[src/rtl/locker_param.sv]
// Multi-channel request/acknowledge locker: captures a set of channels,
// holds them until all captured requests drop, then drains downstream.
module locker_param #(
    parameter int size = 2
) (
    input  logic            clk,
    input  logic            rst,
    input  logic [size-1:0] req_in,
    input  logic [size-1:0] ack_out,
    output logic [size-1:0] req_out,
    output logic [size-1:0] ack_in
);

    typedef enum logic [1:0] {
        IDLE,
        LOCKED,
        DRAIN
    } state_t;

    state_t          state_q;
    state_t          state_d;
    logic [size-1:0] lock_q;
    logic [size-1:0] lock_d;

    logic ds_ready;
    logic any_req;
    logic held;

    assign ds_ready = (ack_out == '0);
    assign any_req  = (req_in != '0);
    assign held     = ((req_in & lock_q) != '0);

    always_comb begin
        state_d = state_q;
        lock_d  = lock_q;
        unique case (state_q)
            IDLE: begin
                if (ds_ready && any_req) begin
                    lock_d  = req_in;
                    state_d = LOCKED;
                end
            end
            LOCKED: begin
                // late requests on unlocked channels wait for a later cycle
                if (!held) begin
                    lock_d  = '0;
                    state_d = DRAIN;
                end
            end
            DRAIN: begin
                if (ds_ready) begin
                    state_d = IDLE;
                end
            end
            default: begin
                lock_d  = '0;
                state_d = IDLE;
            end
        endcase
    end

    always_ff @(posedge clk or posedge rst) begin
        if (rst) begin
            state_q <= IDLE;
            lock_q  <= '0;
        end else begin
            state_q <= state_d;
            lock_q  <= lock_d;
        end
    end

    // outputs are the lock register itself, so they are glitch-free
    assign req_out = lock_q;
    assign ack_in  = lock_q;

endmodule

[config.mk]
export PLATFORM = sky130hd
export DESIGN_NAME = locker_param
export DESIGN_NICKNAME = d
export VERILOG_FILES = /design/src/rtl/locker_param.sv
export SDC_FILE = /design/constraint.sdc
export NUM_CORES = 1
export LEC_CHECK = 0
export ABC_CLOCK_PERIOD_IN_PS = 1400
export CAP_MARGIN = 15
export CELL_PAD_IN_SITES_DETAIL_PLACEMENT = 1
export CELL_PAD_IN_SITES_GLOBAL_PLACEMENT = 2
export CORE_AREA = 2 2 39 41
export CTS_BUF_LIST = sky130_fd_sc_hd__clkbuf_16
export DETAILED_ROUTE_END_ITERATION = 8
export DIE_AREA = 0 0 41 43
export PLACE_DENSITY_LB_ADDON = 0.1
export SYNTH_ARGS = -nofsm -noshare
export SYNTH_HDL_FRONTEND = slang
export SYNTH_SLANG_ARGS = --single-unit
[constraint.sdc]
create_clock -name clk -period 1.4 [get_ports clk]
set_input_delay 0.28 -clock clk [delete_from_list [all_inputs] [get_ports clk]]
set_output_delay 0.28 -clock clk [all_outputs]
set_load 0.01 [all_outputs]
==> impl_metrics.csv <==
group,metric,value,unit
synthesis,synth_nets,32,
global_routing,grt_max_degree,7,
clock_network,cts_buffers,3,
layout,fin_area,430.4,sq um
setup_path,critical_path_class,"in -> reg",
synthesis,ys_ff_latch,4,
setup_path,r2r_end,"ack_in[0]",
route,drt_iter0_drc,11,
synthesis,netlist_instances,26,
timing,hold_viol,0,
synthesis,ys_seq_area_share,43.72,%
hold_path,hp-class,"in -> async",
timing,finalSetupViolations,0,
floorplanning,die_h,43,um
synthesis,syn_avg_cell_area,8.807,sq um
clock_network,cts_hold_buf,0,
setup_path,crit_path_end_kind,"flip-flop",
route,route.detailed.drc,0,
route,postRouteAntennaNets,0,
setup_path,rr_worst_depth,3,
clock_network,h-tree-depth,1,
timing,finClkSkew,0.001224,ns
route,first_pass_iters,3,
setup_path,critPathRequiredTime,1.50,ns
place,gp_congestion,0.6244,
setup_path,arrival,1.43,ns
synthesis,syn-cell-area,229.0,sq um
global_routing,antenna_found_initial,0,
timing,period_minus_slack,1.328,ns
timing,clock.fmax,0.7529,GHz
setup_path,start_kind,"primary input",
global_routing,overflow,0,
floorplanning,coreArea,1384,sq um
floorplanning,die_w,41,um
synthesis,yosys-top-cells-area,"dfrtp_1 44%, a21oi_1 8.7%, buf_4 6.6%",
timing,fin_crit_sh,94.87,%
clock_network,cts_tree,"yes",
global_routing,grt_pass1_vias,230,
layout,num_antenna_cells,0,
setup_path,r2r_start,"state_q[1]",
clock_network,cts_root_buf,"clkbuf_16",
place,place_inst,53,
timing,tightest_slew,0.2881,ns
place,dpl.hpwl,505.4,um
floorplanning,ios,10,
global_routing,grt_util_all_layers,7.560,%
global_routing,grt_pass1_wl,903,um
layout,fill_cells,154,
setup_path,crit_start,"ack_out[1]",
route,vias_per_cell,4.464,
setup_path,r2r_setup_slack,0.15,ns
power_and_ir_drop,power_density,2203,nW/um^2
layout,fin_cells,56,
layout,final_nets,48,
status,outcome,"complete, no violations",
layout,layout-drive-gt1-share,22.50,%
route,wl,609,um
setup_path,cp_max_fo,3,
place,portBuffers,9,
route,vias,250,
timing,setup_slack,0.07185,ns
clock_network,clkSlewWorstSetupHoldPaths,0.03,ns
clock_network,cts_sinks,4,
floorplanning,num_rows,14,
synthesis,yosys_warnings,0,
synthesis,yosysTopAreaCellShare,43.72,%
layout,flow.area_growth_from_synthesis,87.98,%
synthesis,synth.distinct_cells,14,
floorplanning,die-area,1763,sq um
route,wire_per_inst,10.88,um
place,dpl_cell_area,354.1,sq um
floorplanning,initial_core_util,16.55,%
timing,rsz0062_at_grt,"false",
power_and_ir_drop,vdd_drop_max,0.8975,mV
clock_network,clock_latency,0.22,ns
layout,seq_area,100.1,sq um
layout,multiInputGateArea,112.6,sq um
synthesis,yosys.area.top_type,"dfrtp_1",
place,dp_slack,-0.1781,ns
timing,relSlewSlack,80.63,%
timing,setup_tns,0,ns
clock_network,cts_buffer_depth,2,
flow_run,maxCapViolCount,0,
power_and_ir_drop,leakage,0.1898,nW
timing,maxSlewViolCount,0,
## metal layers
layer | part of all wire [%] | vias up | GRT usage, %
met5 | 0 | - | 0
met4 | 0 | 0 | 6.000
met1 | 40 | 124 | 8.469
met3 | 3.8 | 0 | 1.571
met2 | 56 | 4 | 11.56
li1 | - | 122 | -
## area by class of cell
type,count,area share (%)
tap,16,4.651
inverter,2,1.744
clock buffer,3,17.44
multi-input combinational,18,26.16
sequential,4,23.26
timing repair buffer,13,26.74
## power breakdown
| group | leakage, nW | switching [W] | internal [W] | total [W] |
|---|---|---|---|---|
| Combinational | 0.101 | 0.000145 | 0.000154 | 0.000299 |
| Clock | 0.0370 | 0.0000731 | 0.000364 | 0.000437 |
| Sequential | 0.0518 | 0.0000456 | 0.000166 | 0.000212 |
## metrics by stage
stage / utilization, % / total power (W) / hold WS (ns)
after floorplan: - / 0.0003848 / 0.04608
after global placement: 25.59 / 0.0005644 / 0.4716
after detailed placement: 25.59 / 0.0005535 / 0.4716
after CTS: 30.65 / 0.0009572 / 0.2376
after global routing: 31.10 / 0.001004 / 0.2528
final: 31.10 / 0.0009481 / 0.2355
## sequential cells by signal, indices dropped and copies added, names as in the netlist
name	flops
ack_in	2
state_q	2
## cell families (layout without fill, tap and decap cells)
family                 count (synthesis)  in the layout  share of synthesized area, %
DFF                                    4              4                         43.72
AOI/OAI and AO/OA                     12             12                         32.24
and+or+nand+nor                        6              6                         14.21
buffers and inverters                  4             18                         9.835
## timing repair
| action | in CTS | in global routing |
|---|---|---|
| endpoints found under the hold margin | 0 | 0 |
| endpoints found under the setup margin | 4 | 2 |
| buffers inserted | 0 | 0 |
| pin swaps | 0 | 0 |
| resized for setup | 4 | 1 |
## how the worst max path moves through the flow
stage                     slack (ns)   endpoint
after global placement         -0.18  ack_in[0]
after global routing            0.03  ack_in[0]
after floorplan                 0.14  ack_in[0]
after detailed placement       -0.18  ack_in[0]
after CTS                       0.04  ack_in[0]
final                           0.07  ack_in[0]
## worst max-delay path: stages
cell and delay [ns]:
clkdlybuf4s50_1 0.43, or4_4 0.50, o21ai_1 0.13, a21oi_1 0.09
## synthesized netlist by cell type
cell type	count
inv_1	2
a22oi_1	1
or4_4	1
nand2_1	3
o21ai_0	1
nor4_1	1
o21ai_1	2
nor2_1	1
dfrtp_1	4
buf_4	2
o32ai_1	1
o211ai_1	1
o21a_1	2
a21oi_1	4
## cells in the final DEF, fill, tap and decap left out, drive strengths merged
cell type / count
o21a: 2
or4: 1
dlygate4sd2: 4
a22oi: 1
o32ai: 1
nor4: 1
clkbuf: 3
o21ai: 3
nand2: 3
a21oi: 4
dfrtp: 4
o211ai: 1
buf: 4
clkdlybuf4s50: 5
inv: 2
nor2: 1
Power figures use the tool's default switching activity.
